**config.mk**
```make
export PLATFORM = sky130hd
export DESIGN_NAME = fetch_prefix_queue
export DESIGN_NICKNAME = d
export VERILOG_FILES = /design/src/rtl/fetch_prefix_queue.sv
export SDC_FILE = /design/constraint.sdc
export NUM_CORES = 2
export LEC_CHECK = 0
export CORE_MARGIN = 3
export CORE_UTILIZATION = 60
export CTS_CLUSTER_DIAMETER = 200
export DETAILED_ROUTE_END_ITERATION = 7
export PLACE_DENSITY_LB_ADDON = 0.12
export RECOVER_POWER = 25
export SLEW_MARGIN = 20
export SYNTH_ARGS = -nofsm -noshare
export SYNTH_HDL_FRONTEND = slang
export SYNTH_SLANG_ARGS = --single-unit
```
**constraint.sdc**
```tcl
create_clock -name clk -period 34.9 [get_ports clk]
set_clock_uncertainty 0.05 [all_clocks]
set_input_delay 6.98 -clock clk [delete_from_list [all_inputs] [get_ports clk]]
set_output_delay 6.98 -clock clk [all_outputs]
set_load 0.01 [all_outputs]
```
**src/rtl/fetch_prefix_queue.sv**
```systemverilog
// Byte-granular fetch queue with a 15-byte decode window aligned to the instruction start,
// plus a combinational legacy-prefix / REX pre-decoder over the head of the queue.
module fetch_prefix_queue #(
  parameter int          FETCH_BYTES       = 16,
  parameter int          BUF_BYTES         = 64,
  parameter int          MAX_LEGACY_PREFIX = 4,
  parameter logic [63:0] RESET_PC          = 64'h0
) (
  input  logic                     clk,
  input  logic                     reset_n,
  input  logic                     fetch_valid,
  output logic                     fetch_ready,
  input  logic [FETCH_BYTES*8-1:0] fetch_bytes,
  input  logic                     mode64,
  input  logic                     flush,
  input  logic [63:0]              flush_pc,
  output logic                     dc_valid,
  input  logic                     dc_ready,
  input  logic [3:0]               dc_len,
  output logic [119:0]             dc_window,
  output logic [63:0]              dc_pc,
  output logic [7:0]               dc_lock_repeat,
  output logic [7:0]               dc_segment,
  output logic [7:0]               dc_opsize,
  output logic [7:0]               dc_addrsize,
  output logic [7:0]               dc_rex,
  output logic [3:0]               dc_prefix_cnt,
  output logic [3:0]               dc_opcode_offset,
  output logic                     dc_error
);

  localparam int PTR_W = $clog2(BUF_BYTES);
  localparam int WIN   = 15;
  localparam logic [PTR_W:0] FILL_LIMIT = (PTR_W+1)'(BUF_BYTES - FETCH_BYTES);
  localparam logic [PTR_W:0] WIN_CNT    = (PTR_W+1)'(WIN);

  localparam logic [2:0] GRP_NONE = 3'd0;
  localparam logic [2:0] GRP_LOCK = 3'd1;
  localparam logic [2:0] GRP_SEG  = 3'd2;
  localparam logic [2:0] GRP_OPSZ = 3'd3;
  localparam logic [2:0] GRP_ADSZ = 3'd4;

  function automatic logic [2:0] prefix_group(input logic [7:0] b);
    case (b)
      8'hF0, 8'hF2, 8'hF3:                         prefix_group = GRP_LOCK;
      8'h2E, 8'h3E, 8'h26, 8'h64, 8'h65, 8'h36:    prefix_group = GRP_SEG;
      8'h66:                                       prefix_group = GRP_OPSZ;
      8'h67:                                       prefix_group = GRP_ADSZ;
      default:                                     prefix_group = GRP_NONE;
    endcase
  endfunction

  logic [PTR_W-1:0] rd_ptr, wr_ptr;
  logic [PTR_W:0]   count;
  logic [63:0]      pc;
  logic [7:0]       mem [BUF_BYTES];
  logic [7:0]       win [WIN];

  logic             fetch_fire, cons_fire;
  logic [3:0]       cons_len;
  logic [PTR_W:0]   fetch_add, cons_sub;

  assign fetch_ready = !flush && (count <= FILL_LIMIT);
  assign dc_valid    = !flush && (count >= WIN_CNT);
  assign fetch_fire  = fetch_valid && fetch_ready;
  assign cons_fire   = dc_valid && dc_ready;
  // A zero length would stall the stream forever, so it retires one byte.
  assign cons_len    = (dc_len == 4'd0) ? 4'd1 : dc_len;
  assign fetch_add   = fetch_fire ? (PTR_W+1)'(FETCH_BYTES) : '0;
  assign cons_sub    = cons_fire ? (PTR_W+1)'(cons_len) : '0;
  assign dc_pc       = pc;

  always_ff @(posedge clk or negedge reset_n) begin
    if (!reset_n) begin
      rd_ptr <= '0;
      wr_ptr <= '0;
      count  <= '0;
      pc     <= RESET_PC;
    end else if (flush) begin
      rd_ptr <= '0;
      wr_ptr <= '0;
      count  <= '0;
      pc     <= flush_pc;
    end else begin
      if (fetch_fire) wr_ptr <= wr_ptr + PTR_W'(FETCH_BYTES);
      if (cons_fire) begin
        rd_ptr <= rd_ptr + PTR_W'(cons_len);
        pc     <= pc + 64'(cons_len);
      end
      count <= count + fetch_add - cons_sub;
    end
  end

  // Byte storage carries no reset; pointer arithmetic wraps naturally at BUF_BYTES.
  always_ff @(posedge clk) begin
    if (fetch_fire) begin
      for (int j = 0; j < FETCH_BYTES; j++)
        mem[wr_ptr + PTR_W'(j)] <= fetch_bytes[(FETCH_BYTES-1-j)*8 +: 8];
    end
  end

  for (genvar g = 0; g < WIN; g++) begin : g_win
    assign win[g] = mem[rd_ptr + PTR_W'(g)];
    assign dc_window[(WIN-1-g)*8 +: 8] = win[g];
  end

  logic [7:0] lock_s, seg_s, opsz_s, adsz_s, rex_s, next_s;
  logic [3:0] cnt_s;
  logic       scanning, err_s;

  always_comb begin
    lock_s   = '0;
    seg_s    = '0;
    opsz_s   = '0;
    adsz_s   = '0;
    cnt_s    = '0;
    scanning = 1'b1;
    for (int i = 0; i < MAX_LEGACY_PREFIX; i++) begin
      if (scanning) begin
        case (prefix_group(win[i]))
          GRP_LOCK: lock_s = win[i];
          GRP_SEG:  seg_s  = win[i];
          GRP_OPSZ: opsz_s = win[i];
          GRP_ADSZ: adsz_s = win[i];
          default:  scanning = 1'b0;
        endcase
        if (scanning) cnt_s = cnt_s + 4'd1;
      end
    end
    next_s = win[cnt_s];
    err_s  = (cnt_s == 4'(MAX_LEGACY_PREFIX)) && (prefix_group(next_s) != GRP_NONE);
    rex_s  = (mode64 && next_s[7:4] == 4'h4) ? next_s : 8'h00;
  end

  // Decode fields are only meaningful over a full window; hold them at zero otherwise.
  always_comb begin
    dc_lock_repeat   = dc_valid ? lock_s : 8'h00;
    dc_segment       = dc_valid ? seg_s  : 8'h00;
    dc_opsize        = dc_valid ? opsz_s : 8'h00;
    dc_addrsize      = dc_valid ? adsz_s : 8'h00;
    dc_rex           = dc_valid ? rex_s  : 8'h00;
    dc_prefix_cnt    = dc_valid ? cnt_s  : 4'd0;
    dc_opcode_offset = dc_valid ? (cnt_s + {3'b000, rex_s != 8'h00}) : 4'd0;
    dc_error         = dc_valid && err_s;
  end

endmodule
```
==> summary.txt <==
Global route
  • First-pass GRT wire length: 336000 µm
  • Total gr overflow: 0
  • Initial antenna violation count: 16
  • Vias in the first global route: 47800
  • Total GRT Usage: 0.452
  • Largest net degree at the start of global routing: 164

Final layout
  • Storage cell area: 0.0174 mm²
  • Final nets: 5321
  • Synth-to-Final Area Change: 11.8%
  • Multi-input combinational cell area: 0.0394 mm²
  • Fillers: 7204
  • Ratio of cells with drive above 1 in the final layout: 0.264

Critical path
  • Required @ worst endpoint: 27.87 ns
  • Crit path DAT: 10.89 ns
  • Largest stage delay on the critical path: 0.96 ns
  • Critical Path Fanout Max: 66
  • Delay-heaviest family, CP: buffers and inverters
  • Buffers & Inverters on Critical Path: 7
  • Slowest-stage cell, CP: dfrtp_4
  • Crit start category: flop
  • Critical path class: flop to output port
  • Critical Path End Type: output port

Yosys
  • Ranking of synthesized cells by area: mux4_2 38%, edfxtp_1 26%, nand2_1 8.2%
  • EDFF count, synth: 512
  • Main synth FF type: edfxtp_1
  • Ys async rst share: 0.134
  • Syn Area/Cell: 12.0 µm²
  • Sequential-to-total area share from yosys stat: 0.294
  • YS warnings: 0
  • Most frequent cell after synthesis: nand2_1
  • Count of cell types in the netlist: 107
  • Synth Area in Compound Gates: 0.0498
  • Simple-gate share of the synthesized area: 0.121
  • Post-synthesis xor/xnor area fraction: 0.0152
  • Multiplexer share of the synthesized area: 0.463
  • Adder-cell share of the synthesized area: 0.00970
  • Seq cells post-synth: 591
  • Top cell type's share of synthesized area: 0.375
  • Cells after Synth: 4918
  • Synth cell count leaders: 1295 x nand2_1, 985 x mux4_2, 512 x edfxtp_1
  • Synth area leader: mux4_2
  • Mapped Area: 0.0591 mm²
  • Largest family of logic cells by synthesized area: multiplexers

Floorplanning
  • IO Count: 437
  • Die Span Y: 320 µm
  • Die width: 320 µm
  • Num rows: 114
  • Die area: 0.102 mm²
  • Core area: 0.0971 mm²
  • Initial Util: 0.608

Clocking
  • TritonCTS clock tree: yes
  • CTS resizes: 0
  • Clk slew on worst S/H paths: 0.06 ns
  • Root buffer cell: clkbuf_16
  • Clock Latency Late Sink: 0.68 ns
  • Hold buffers post-CTS: 0
  • Clk buf depth: 3
  • CTS buffer count: 66
  • Clock Sinks: 591
  • H-tree levels: 3
  • Postcts setup bufs: 0

STA
  • Fmax achieved: 0.0558 GHz
  • RSZ-0062 raised after global routing: no
  • Final setup viols: 0
  • Worst slew margin: -1.27
  • Period utilisation layout: 0.513
  • Tmin final: 17.92 ns
  • Setup TNS: 0 ns
  • Max-slew violation count: 306
  • Final hold vios: 0
  • Worst slew pin tran: 3.41 ns

Pwr
  • VDD IR max: 0.0852 mV
  • Final Power: 0.00591 W
  • Pwr Density: 89.4 mW/mm²
  • Leakage power: 22.8 nW

Routing
  • DR vias/cell: 7.83
  • DRC Markers: 0
  • Vias: 50200
  • Pre-antenna DRT Iters: 6
  • DRT iter0 DRCs: 8867
  • Final ANT Viol Nets: 0
  • Routed wire length: 233000 µm
  • Routed len/inst: 36.2 µm

Flow run
  • MaxCap Viol Count: 6

Outcome
  • Violated checks: max-capacitance violations, max-slew violations
  • Status: finished with violations

Place
  • HPWL Detailed: 171000 µm
  • Gpl congestion: 1.06
  • IO buf count: 422

Worst hold path
  • Min-Delay Path Class: flop to flop
[sequential cells by signal, indices dropped and copies added, names as in the netlist]
register,count
mem,512
count,7
rd_ptr,6
dc_pc,64
wr_ptr,2
[kinds of logic after synthesis]
kind of cell / Yosys count
AO/OA/AOI/OAI: 442
XOR/XNOR: 99
flip-flops: 591
other: 1
AND/OR/NAND/NOR: 1716
multiplexers: 1486
buffers and inverters: 539
adder cells (fa/ha/maj): 44
[per-layer routing]
metal,up-vias,global-route usage,routed length [µm]
met5,-,0.0227,172
li1,19700,-,-
met1,24900,0.580,75500
met3,930,0.211,42100
met4,8,0.253,16100
met2,4724,0.635,98600
[worst register-to-register path: cells and delay by family, from the launching register on]
kind	cells	cell delay, ns
compound gates	1	0.11
fa+ha+maj	1	0.15
buf+inv	4	5.84
flops	1	0.40
simple gates	4	0.83
[final timing paths]
path	startpoint	end	slack, ns	cells after the start
worst min-delay path	wr_ptr[4]	wr_ptr[4]	0.48	1
worst min register to register	wr_ptr[4]	wr_ptr[4]	0.48	1
min in group asynchronous	reset_n	count[4]	6.49	1
max in group asynchronous	reset_n	dc_pc[37]	24.45	2
worst max register to register	count[6]	mem[41][6]	27.24	10
worst max-delay path	rd_ptr[1]	dc_opcode_offset[2]	16.98	28
[cells in the final DEF, fill, tap and decap left out, types with 25 or more instances in the layout]
cell type and n:
buf_4 105, mux2i_1 429, clkbuf_16 67, o21ai_0 114
xor2_1 37, inv_1 60, edfxtp_1 512, mux4_2 985
dfrtp_1 74, a211oi_1 36, nand4_1 25, clkdlybuf4s50_1 348
xnor2_1 25, nand2_1 1293, dlygate4sd3_1 72, nor2_1 141
nand3_1 59, mux2_2 60, and3_1 32, ha_1 38
nor3_1 35, a21oi_1 86
[through the flow]
stage / hold slack, ns / utilization / setup slack [ns] / area (µm²) / instances
6_report: 0.485 / 0.680 / 16.98 / 66100 / 6419
3_3_place_gp: 0.457 / 0.656 / 18.04 / 63800 / 6279
3_5_place_dp: 0.471 / 0.657 / 17.83 / 63800 / 6280
4_1_cts: 0.482 / 0.679 / 17.11 / 66000 / 6401
5_1_grt: 0.518 / 0.680 / 16.32 / 66000 / 6409
2_1_floorplan: 0.441 / - / 18.93 / 59200 / 4931
[final cells by class]
class | count | area share
Clock inverter | 39 | 0.00619
Clock buffer | 82 | 0.0267
Multi-Input combinational cell | 3801 | 0.597
Inverter | 74 | 0.00462
Tap cell | 1276 | 0.0242
Sequential cell | 591 | 0.263
Antenna cell | 15 | 0.000568
Timing Repair Buffer | 541 | 0.0783
[power breakdown]
part	switching (W)	total, W	internal, W
registers	0.0000936	0.000933	0.000840
clock network	0.000315	0.000716	0.000401
logic	0.00231	0.00426	0.00195
Power figures use the tool's default switching activity.
